==> config.mk <==
export PLATFORM = sky130hd
export DESIGN_NAME = sseg_scan_driver
export DESIGN_NICKNAME = d
export VERILOG_FILES = /design/src/rtl/sseg_scan_driver.sv
export SDC_FILE = /design/constraint.sdc
export NUM_CORES = 1
export LEC_CHECK = 0
export ABC_CLOCK_PERIOD_IN_PS = 3530
export BUFFER_PORTS_ARGS = -buffer_cell sky130_fd_sc_hd__buf_4
export CAP_MARGIN = 5
export CORE_AREA = 10 10 97 185
export CTS_BUF_LIST = sky130_fd_sc_hd__clkbuf_8
export DETAILED_ROUTE_END_ITERATION = 8
export DIE_AREA = 0 0 107 195
export PLACE_DENSITY = 0.52
export SLEW_MARGIN = 20
export SYNTH_ARGS = -nofsm -noshare
export SYNTH_HDL_FRONTEND = slang
export SYNTH_SLANG_ARGS = --single-unit
==> constraint.sdc <==
create_clock -name clk -period 3.53 [get_ports clk]
set_input_delay 0.706 -clock clk [delete_from_list [all_inputs] [get_ports clk]]
set_output_delay 0.706 -clock clk [all_outputs]
set_load 0.05 [all_outputs]
==> src/rtl/sseg_scan_driver.sv <==
// sseg_scan_driver: 4-digit active-low seven-segment scanner with a double-buffered frame,
// anti-ghost blanking and per-slot PWM brightness.
module sseg_scan_driver #(
    parameter int SSEG_TICK    = 16,
    parameter int BLANK_CYCLES = 64
) (
    input  logic        clk,
    input  logic        reset,
    input  logic [31:0] frame_in,
    input  logic        frame_load,
    input  logic [3:0]  brightness,
    output logic        frame_pending,
    output logic        frame_tick,
    output logic [3:0]  an,
    output logic [7:0]  seg
);
    localparam logic [SSEG_TICK-1:0] BLANK = SSEG_TICK'(BLANK_CYCLES);

    logic [SSEG_TICK-1:0] cnt_q, cnt_d;
    logic [1:0]           digit_q, digit_d;
    logic [3:0]           bright_q, bright_d;
    logic [31:0]          active_q, active_d;
    logic [31:0]          buf_q, buf_d;
    logic                 pending_q, pending_d;
    logic                 tick_q, tick_d;
    logic [3:0]           an_q, an_d;
    logic [7:0]           seg_q, seg_d;
    logic                 wrap, commit, on;

    always_comb begin
        wrap      = cnt_q == '1;
        commit    = wrap && digit_q == 2'd3 && pending_q;
        cnt_d     = cnt_q + SSEG_TICK'(1);
        digit_d   = wrap ? digit_q + 2'd1 : digit_q;
        bright_d  = wrap ? brightness : bright_q;
        active_d  = commit ? buf_q : active_q;
        buf_d     = frame_load ? frame_in : buf_q;
        // a load on the commit edge refills the buffer and keeps the frame pending
        pending_d = frame_load ? 1'b1 : (commit ? 1'b0 : pending_q);
        tick_d    = cnt_d == '0 && digit_d == 2'd0;
        on        = cnt_q >= BLANK && cnt_q[SSEG_TICK-1 -: 4] <= bright_q;
        an_d      = on ? ~(4'b0001 << digit_q) : 4'hF;
        seg_d     = on ? active_q[8*digit_q +: 8] : 8'hFF;
    end

    always_ff @(posedge clk or posedge reset) begin
        if (reset) begin
            cnt_q     <= '0;
            digit_q   <= 2'd0;
            bright_q  <= 4'hF;
            active_q  <= 32'hFFFF_FFFF;
            buf_q     <= 32'hFFFF_FFFF;
            pending_q <= 1'b0;
            tick_q    <= 1'b0;
            an_q      <= 4'hF;
            seg_q     <= 8'hFF;
        end else begin
            cnt_q     <= cnt_d;
            digit_q   <= digit_d;
            bright_q  <= bright_d;
            active_q  <= active_d;
            buf_q     <= buf_d;
            pending_q <= pending_d;
            tick_q    <= tick_d;
            an_q      <= an_d;
            seg_q     <= seg_d;
        end
    end

    assign frame_pending = pending_q;
    assign frame_tick    = tick_q;
    assign an            = an_q;
    assign seg           = seg_q;
endmodule

==> flow_metrics.tcl, run 1 <==
set metrics [dict create \
    outcome "completed" \
    num-nets-final 418 \
    ant_nets 0 \
    area_growth_pct 18.1 \
    slew_headroom_pct 40.2 \
    yosys_warnings 0 \
    antenna_found_initial 0 \
    syn_inst 317 \
    cts_buffers 9 \
    drv_slew 0 \
    wl_met1_mm 4.12 \
    clk_pin_slew_ns 0.08 \
    synthFlopType "dfstp_2" \
    path_common_cell "or4_1" \
    drc 0 \
    root_buffer "clkbuf_8" \
    cp_slowest_cell "or4_1" \
    tns_ns 0 \
    rsz0062_at_grt "no" \
    final_hold_viol_count 0 \
    ys_async_sr_fraction_pct 100 \
    worstSetupStartpointType "flop" \
    cts_buffer_depth 2 \
    hold_path_class "in2async" \
    holdBufCountCts 0 \
    period_share_pct 76.0 \
    synth.distinct_cells 34 \
    wl_per_cell_microns 14.7 \
    p_leak_nw 2.13 \
    die_x_microns 107 \
    placed_cell_area_sq_um 5010 \
    cts-htree-levels 3 \
    cpPeakStageDelay_ns 0.65 \
    die_y_microns 195 \
    core_sq_um 15100 \
    skew_ns 0.00683 \
    start_util_pct 29.3 \
    drt_iter0_drc 85 \
    wl_met3_microns 485 \
    fmax_mhz 373 \
    synth_simple_gate_area_share_pct 7.41 \
    die_area_sq_um 20900 \
    io_buffers 52 \
    cts.sinks 100 \
    arrival_ns 2.97 \
    setup_viol 0 \
    grt_pass1_wl_mm 13.9 \
    max_cap_violations 0 \
    crit_type "reg2reg" \
    fp-row-count 64 \
    critPathBufInv 0 \
    gp_congestion 0.760 \
    syn_nets 367 \
    vdd_drop_max_v 0.000186 \
    end_kind "flop" \
    drive_above_1_share_pct 60.8 \
    worst_pin_slew_ns 0.891 \
    routed-wl-met2_mm 3.61 \
    drt_pass1_iterations 4 \
    cts_resized 0 \
    synth_compound_area_share_pct 2.61 \
    path_delay_family "simple AND/OR/NAND/NOR gates" \
    synth_adder_area_share_pct 3.12 \
    wl_mm 8.37 \
    num_vias 2550 \
    synth_mux_area_share_pct 21.4 \
    synth_edf_count 0 \
    p_per_area_nw_per_um2 395 \
    period_needed_ns 2.68 \
    crit_required_ns 3.82 \
    clk_latency_ns 0.36 \
    grt_max_degree 65 \
    seq_area_frac_synth_pct 59.1 \
    worst-path-max-fanout 7 \
    hpwl_mm 5.74 \
    io_pins 53 \
    diodes 0 \
    final_cell_area_sq_um 5200 \
    grt_pass1_vias 2678 \
    synth_top_family_by_area "multiplexers" \
    highest_layer "met4" \
    synth.cell_area_sq_um 4410 \
    postSynthAreaPerCell_sq_um 13.9 \
    path_cells "ha_1, nand3_2, or4_1, or4_1, a211o_1, and4bb_1" \
    synth-xor-area-share_pct 2.98 \
    viasPerCell 4.47 \
    overflow 0 \
    post_cts_buffers 0 \
    p_total_w 0.00206 \
    cts_tree "built" \
    grtUsageTotal_pct 8.27 \
    ys_ff_latch 100 \
]
## cell usage in the layout (no fill, tap or decap), types with 2 or more instances in the layout
master	count
mux2_2	65
or4_1	2
inv_1	20
nand2_1	12
or3_1	2
dfstp_2	80
o21ai_0	6
nand3_2	2
xor2_1	5
inv_4	3
nor2_1	7
nand3_1	21
ha_1	11
xnor2_1	10
nor3_1	3
mux4_2	8
o21a_1	2
mux2i_1	3
dfrtp_1	20
a211o_1	2
nor4_1	6
clkbuf_8	10
buf_4	55
nand4_1	3
## kinds of logic after synthesis
| logic type | after synthesis |
|---|---|
| flops | 100 |
| compound gates | 17 |
| simple gates | 62 |
| xor+xnor | 15 |
| mux | 76 |
| fa+ha+maj | 11 |
| buf+inv | 36 |
## where the power goes
part           switching [W]  internal (W)  total (W)
logic              0.0000447     0.0000615   0.000106
clock network       0.000378      0.000341   0.000718
registers          0.0000190       0.00121    0.00123
## state kept, by name, summed over array words and instances, names as in the netlist
name           flops
cnt_q             16
frame_pending      1
seg                8
buf_q             32
bright_q           4
active_q          32
digit_q            2
an                 4
frame_tick         1
## through the flow
stage,hold slack [ns],utilization [%],cells,setup WS [ns]
after floorplan,0.477,-,317,0.338
after global placement,0.499,33.3,555,0.898
after detailed placement,0.505,33.3,555,0.844
after CTS,0.519,34.6,570,0.821
after global routing,0.528,34.6,570,0.641
final,0.477,34.6,570,0.847
## cell usage after synthesis (2+ instances only)
cell type	number	share of area, %
ha_1	11	3.1
nor2_1	7	0.60
inv_1	20	1.7
nor3_1	3	0.34
nor4_1	6	0.85
or3_1	2	0.28
mux2i_1	3	0.68
buf_2	6	0.68
mux2_2	65	17
a211o_1	2	0.40
nand4_1	3	0.43
o21ai_0	7	0.80
dfrtp_1	20	11
dfstp_2	80	48
buf_4	2	0.34
o21a_1	2	0.34
nand2_1	12	1.0
clkbuf_1	8	0.68
xnor2_1	10	2.0
nand3_2	2	0.45
mux4_2	8	4.1
nand3_1	21	2.4
or4_1	2	0.34
xor2_1	5	0.99
## worst paths after layout
kind                                               from                      end  slack [ns]  cells past startpoint
worst min-delay path                              reset       cnt_q[1]$_DFF_PP0_        0.48                      2
max in group asynchronous                         reset     buf_q[8]$_DFFE_PP1P_        2.32                      3
worst max register to register       cnt_q[1]$_DFF_PP0_     frame_tick$_DFF_PP0_        0.85                      6
min in group clk                bright_q[3]$_DFFE_PP1N_  bright_q[3]$_DFFE_PP1N_        0.52                      2
worst min register to register  bright_q[3]$_DFFE_PP1N_  bright_q[3]$_DFFE_PP1N_        0.52                      2
worst max-delay path                 cnt_q[1]$_DFF_PP0_     frame_tick$_DFF_PP0_        0.85                      6
## per-layer routing
metal | global-route usage, % | vias up
li1 | - | 1216
met1 | 11.5 | 1260
met2 | 11.3 | 62
met3 | 2.64 | 12
met4 | 3.78 | 0
met5 | 0 | -
## layout make-up
cell class | count | area, sq um
fill | 1575 | 9850
sequential | 100 | 2600
multi-input combinational | 181 | 1650
timing repair buffer | 56 | 433
tap | 198 | 248
clock buffer | 10 | 138
inverter | 20 | 77.6
clock inverter | 5 | 51.3
Note: power is estimated with default switching activity, not from simulation.
==> run 2, diff against run 1 <==
--- a/config.mk
+++ b/config.mk
@@ -5,14 +5,14 @@
 export SDC_FILE = /design/constraint.sdc
 export NUM_CORES = 1
 export LEC_CHECK = 0
-export ABC_CLOCK_PERIOD_IN_PS = 3530
+export ABC_CLOCK_PERIOD_IN_PS = 2300
 export BUFFER_PORTS_ARGS = -buffer_cell sky130_fd_sc_hd__buf_4
 export CAP_MARGIN = 5
 export CORE_AREA = 10 10 97 185
 export CTS_BUF_LIST = sky130_fd_sc_hd__clkbuf_8
 export DETAILED_ROUTE_END_ITERATION = 8
 export DIE_AREA = 0 0 107 195
-export PLACE_DENSITY = 0.52
+export PLACE_DENSITY = 0.54
 export SLEW_MARGIN = 20
 export SYNTH_ARGS = -nofsm -noshare
 export SYNTH_HDL_FRONTEND = slang
==> constraint.sdc (replaced) <==
create_clock -name clk -period 2.3 [get_ports clk]
set_input_delay 0.46 -clock clk [delete_from_list [all_inputs] [get_ports clk]]
set_output_delay 0.46 -clock clk [all_outputs]
set_load 0.05 [all_outputs]
==> run 2 against run 1 <==
Clock power rose by 56%. Critical path depth stayed put. Sequential share of layout area down 1.4 points. Register-to-register slack worse by 0.75 ns. Core utilization grew 1.0 points. Total power grew 54%. Via count up 0.55%. Wire length rose by 2.0%. Clock skew increased by 0.0048 ns. Clock-buffer cell count stayed put. First-iteration DRC count increased by 36%. Final cell count rose by 2.6%. Critical path type unchanged.
==> flow_metrics.tcl, run 2 (synthesized netlist as in run 1, its figures left out) <==
set metrics [dict create \
    drt_iter0_drc 116 \
    worstSetupStartpointType "flop" \
    antenna_found_initial 0 \
    critPathBufInv 0 \
    clk_latency_ns 0.36 \
    hold_path_class "in2async" \
    die_y_microns 195 \
    fmax_mhz 455 \
    gp_congestion 0.836 \
    setup_viol 0 \
    grt_pass1_vias 2808 \
    num_vias 2564 \
    crit_type "reg2reg" \
    start_util_pct 29.3 \
    drt_pass1_iterations 4 \
    vdd_drop_max_v 0.000299 \
    max_cap_violations 0 \
    grt_pass1_wl_mm 14.7 \
    cts_buffers 9 \
    skew_ns 0.0117 \
    drc 0 \
    ant_nets 0 \
    cts-htree-levels 3 \
    wl_mm 8.54 \
    root_buffer "clkbuf_8" \
    rsz0062_at_grt "no" \
    p_leak_nw 2.21 \
    path_delay_family "simple AND/OR/NAND/NOR gates" \
    grt_max_degree 101 \
    cpPeakStageDelay_ns 0.49 \
    io_buffers 52 \
    hpwl_mm 5.85 \
    p_per_area_nw_per_um2 592 \
    placed_cell_area_sq_um 5160 \
    wl_per_cell_microns 14.6 \
    area_growth_pct 21.6 \
    cp_slowest_cell "or4_1" \
    clkPwrFrac_pct 35.3 \
    core_sq_um 15100 \
    drive_above_1_share_pct 63.0 \
    grtUsageTotal_pct 8.74 \
    comb_power_share_pct 5.1 \
    overflow 0 \
    outcome "completed" \
    arrival_ns 2.51 \
    period_needed_ns 2.20 \
    post_cts_buffers 0 \
    crit_required_ns 2.61 \
    end_kind "flop" \
    die_x_microns 107 \
    cts_buffer_depth 2 \
    final_cell_area_sq_um 5360 \
    fp-row-count 64 \
    pwr-share-seq_pct 59.6 \
    period_share_pct 95.6 \
    reg_top3 "active_q x32, buf_q x32, cnt_q x16" \
    p_int_w 0.00248 \
    slew_headroom_pct 64.9 \
    diodes 0 \
    viasPerCell 4.38 \
    clk_pin_slew_ns 0.10 \
    path_cells "ha_4, nand3_4, or4_4, or4_1, a211o_1, and4bb_1" \
    mostFrequentLayoutCells "80 x dfstp_2, 68 x buf_4, 65 x mux2_2, 22 x inv_1, 21 x nand3_1" \
    power_switching_w 0.000691 \
    final_hold_viol_count 0 \
    die_area_sq_um 20900 \
    layout_commonest_cell "dfstp_2" \
    io_pins 53 \
    cts.sinks 100 \
    cts_tree "built" \
    num-nets-final 432 \
    drv_slew 0 \
    switching_share_pct 21.8 \
    worst-path-max-fanout 6 \
    worst_pin_slew_ns 0.527 \
    tns_ns 0 \
]
==> run 2: changes by cell type in the layout (fill, tap and decap cells not counted), moves of 2 or more <==
cell	previous run	this run
buf_4	55	68
dfrtp_1	20	18
dfrtp_2	0	2
inv_1	20	22
inv_4	3	1
==> run 2: what timing repair did <==
| action | in CTS | in global routing |
|---|---|---|
| resized for setup | 0 | 2 |
| setup endpoints to repair | 0 | 1 |
| hold buffers | 0 | 0 |
==> run 2: layout make-up <==
type                       instances  area [sq um]
multi-input combinational        181          1680
tap                              198           248
clock buffer                      10           138
timing repair buffer              70           551
fill                            1563          9700
inverter                          20          78.8
sequential                       100          2610
clock inverter                     6          56.3
==> run 2: metal layers <==
| layer | vias to the layer above | routed length [microns] | part of all wire (%) | global-route usage [%] |
|---|---|---|---|---|
| li1 | 1241 | - | - | - |
| met1 | 1250 | 4250 | 50 | 12.4 |
| met2 | 63 | 3650 | 43 | 11.8 |
| met3 | 10 | 523 | 6.1 | 3.03 |
| met4 | 0 | 116 | 1.4 | 3.33 |
| met5 | - | 0 | 0 | 0 |
==> run 2: worst paths after layout <==
check	cells past startpoint	start	to	slack (ns)
max reg2reg	6	cnt_q[1]$_DFF_PP0_	frame_tick$_DFF_PP0_	0.10
min	3	reset	cnt_q[0]$_DFF_PP0_	0.20
min reg2reg	2	bright_q[2]$_DFFE_PP1N_	bright_q[2]$_DFFE_PP1N_	0.51
max in group asynchronous	3	reset	bright_q[1]$_DFFE_PP1N_	1.65
min in group clk	3	brightness[2]	bright_q[2]$_DFFE_PP1N_	0.31
max	6	cnt_q[1]$_DFF_PP0_	frame_tick$_DFF_PP0_	0.10
==> run 2: power by group through the flow <==
stage | sequential, W | clock (W) | combinational (W)
final | 0.00189 | 0.00112 | 0.000163
after global routing | 0.00190 | 0.00125 | 0.000183
after CTS | 0.00189 | 0.00117 | 0.000171
after detailed placement | 0.00192 | 0 | 0.000170
after global placement | 0.00192 | 0 | 0.000167
after floorplan | 0.00191 | 0 | 0.0000959
==> run 2: worst reg2reg max path: cells and delay by family (launching register included) <==
| family | cells | cell delay, ns |
|---|---|---|
| DFF | 1 | 0.39 |
| AOI/OAI and AO/OA | 1 | 0.26 |
| adders and majority gates | 1 | 0.17 |
| and+or+nand+nor | 4 | 1.32 |
==> run 2: stage by stage <==
step	setup slack (ns)	total power [W]	std cells	util, %	hold slack [ns]
5_1_grt	0.0127	0.00333	585	35.6	0.254
6_report	0.102	0.00317	585	35.6	0.202
3_3_place_gp	0.128	0.00209	569	34.3	0.501
3_5_place_dp	0.126	0.00209	569	34.3	0.499
2_1_floorplan	0.0632	0.00200	317	-	0.477
4_1_cts	0.0880	0.00323	585	35.6	0.255
==> run 3, diff against run 2 <==
--- a/config.mk
+++ b/config.mk
@@ -12,6 +12,7 @@
 export CTS_BUF_LIST = sky130_fd_sc_hd__clkbuf_8
 export DETAILED_ROUTE_END_ITERATION = 8
 export DIE_AREA = 0 0 107 195
+export MAX_ROUTING_LAYER = met4
 export PLACE_DENSITY = 0.54
 export SLEW_MARGIN = 20
 export SYNTH_ARGS = -nofsm -noshare
==> run 3 against run 2 <==
Sequential share of layout area is the same. Die area is the same. Sequential power is essentially flat. Final cell count is the same. Design area is the same. Critical path depth is the same. Global-route usage grew 0.27 points. Critical endpoint unchanged. Critical path type unchanged. Register-to-register slack is essentially flat. Via count shrank 0.23%. Worst setup slack is essentially flat. First-iteration DRC count shrank 8.6%.
==> flow_metrics.tcl, run 3 (synthesized netlist as in run 1, its figures left out) <==
set metrics [dict create \
    path_delay_family "simple AND/OR/NAND/NOR gates" \
    period_share_pct 95.6 \
    wl_mm 8.56 \
    worstSetupStartpointType "flop" \
    fmax_mhz 455 \
    grt_pass1_vias 2819 \
    skew_ns 0.0110 \
    p_leak_nw 2.21 \
    grt_pass1_wl_mm 14.8 \
    cp_slowest_cell "or4_1" \
    clk_latency_ns 0.37 \
    crit_type "reg2reg" \
    max_cap_violations 0 \
    end_kind "flop" \
    core_sq_um 15100 \
    r2r-start "cnt_q[1]$_DFF_PP0_" \
    r2r_end "frame_tick$_DFF_PP0_" \
    crit_required_ns 2.61 \
    grtUsageTotal_pct 9.01 \
    cts_tree "built" \
    wl_per_cell_microns 14.6 \
    hold_path_class "in2async" \
    worst_pin_slew_ns 0.519 \
    drv_slew 0 \
    cts_buffer_depth 2 \
    layout_commonest_cell "dfstp_2" \
    clk_pin_slew_ns 0.10 \
    p_per_area_nw_per_um2 593 \
    period_needed_ns 2.20 \
    tns_ns 0 \
    cts_buffers 9 \
    post_cts_buffers 0 \
    cpPeakStageDelay_ns 0.49 \
    drt_iter0_drc 106 \
    outcome "completed" \
    drc 0 \
    final_hold_viol_count 0 \
    whs_ns 0.210 \
    drt_pass1_iterations 6 \
    placed_cell_area_sq_um 5160 \
    grt_max_degree 101 \
    holdBufCountCts 0 \
    io_buffers 52 \
    worst-path-max-fanout 6 \
    die_area_sq_um 20900 \
    worstRegToRegCells 6 \
    gp_congestion 0.848 \
    cts.sinks 100 \
    path_cells "ha_4, nand3_4, or4_4, or4_1, a211o_1, and4bb_1" \
    ant_nets 0 \
    cts_resized 0 \
    critPathBufInv 0 \
    overflow 0 \
    diodes 0 \
    die_x_microns 107 \
    reg_top3 "active_q x32, buf_q x32, cnt_q x16" \
    pre_cts_ws_ns 0.126 \
    drive_above_1_share_pct 63.0 \
    mostFrequentLayoutCells "80 x dfstp_2, 68 x buf_4, 65 x mux2_2, 22 x inv_1, 21 x nand3_1" \
    final_cell_area_sq_um 5360 \
    die_y_microns 195 \
    hpwl_mm 5.85 \
    arrival_ns 2.51 \
    viasPerCell 4.37 \
    slew_headroom_pct 65.4 \
    antenna_found_initial 0 \
    setup_viol 0 \
    num_vias 2558 \
    r2r_slack_ns 0.10 \
    path_depth 6 \
    rsz0062_at_grt "no" \
    setup_slack_ns 0.101 \
    root_buffer "clkbuf_8" \
    fp-row-count 64 \
    num-nets-final 432 \
    io_pins 53 \
    start_util_pct 29.3 \
    area_growth_pct 21.6 \
    vdd_drop_max_v 0.000303 \
    cts-htree-levels 3 \
]
==> run 3: cell counts in the layout (fill, tap and decap cells not counted) <==
Identical to the previous run, type by type.
==> run 3: how the worst max path moves through the flow <==
stage	from	endpoint	slack (ns)
2_1_floorplan	cnt_q[4]$_DFF_PP0_	frame_tick$_DFF_PP0_	0.06
3_3_place_gp	cnt_q[1]$_DFF_PP0_	frame_tick$_DFF_PP0_	0.13
3_5_place_dp	cnt_q[1]$_DFF_PP0_	frame_tick$_DFF_PP0_	0.13
4_1_cts	cnt_q[1]$_DFF_PP0_	frame_tick$_DFF_PP0_	0.09
5_1_grt	cnt_q[1]$_DFF_PP0_	frame_tick$_DFF_PP0_	0.01
6_report	cnt_q[1]$_DFF_PP0_	frame_tick$_DFF_PP0_	0.10
==> run 3: stage by stage <==
step,power [W],std cells,util (%)
final,0.00318,585,35.6
after global routing,0.00334,585,35.6
after global placement,0.00209,569,34.3
after detailed placement,0.00209,569,34.3
after CTS,0.00323,585,35.6
after floorplan,0.00200,317,-
==> run 3: worst min-delay path: stages <==
cell and delay [ns]:
buf_4 0.12, clkinvlp_4 0.07, buf_12 0.38
==> run 3: layout make-up <==
cell class / count / area, sq um
fillers: 1563 / 9700
flip-flops and latches: 100 / 2610
multi-input cells: 181 / 1680
repair buffers: 70 / 551
well taps: 198 / 248
clock buffers: 10 / 138
inverters: 20 / 78.8
clock inverters: 6 / 56.3
==> run 3: where the power goes <==
| group | total, W | internal, W | leakage (nW) | switching [W] |
|---|---|---|---|---|
| registers | 0.00189 | 0.00186 | 1.09 | 0.0000286 |
| clock network | 0.00112 | 0.000525 | 0.111 | 0.000599 |
| logic | 0.000163 | 0.0000946 | 1.01 | 0.0000687 |
| total | 0.00318 | 0.00248 | 2.21 | 0.000696 |
==> run 3: per-layer routing <==
metal / global-route usage [%] / vias to the layer above / share of wire (%)
met1: 12.5 / 1246 / 51
met3: 3.13 / 9 / 5.6
met5: - / - / 0
met4: 3.03 / 0 / 1.2
met2: 11.9 / 61 / 43
li1: - / 1242 / -
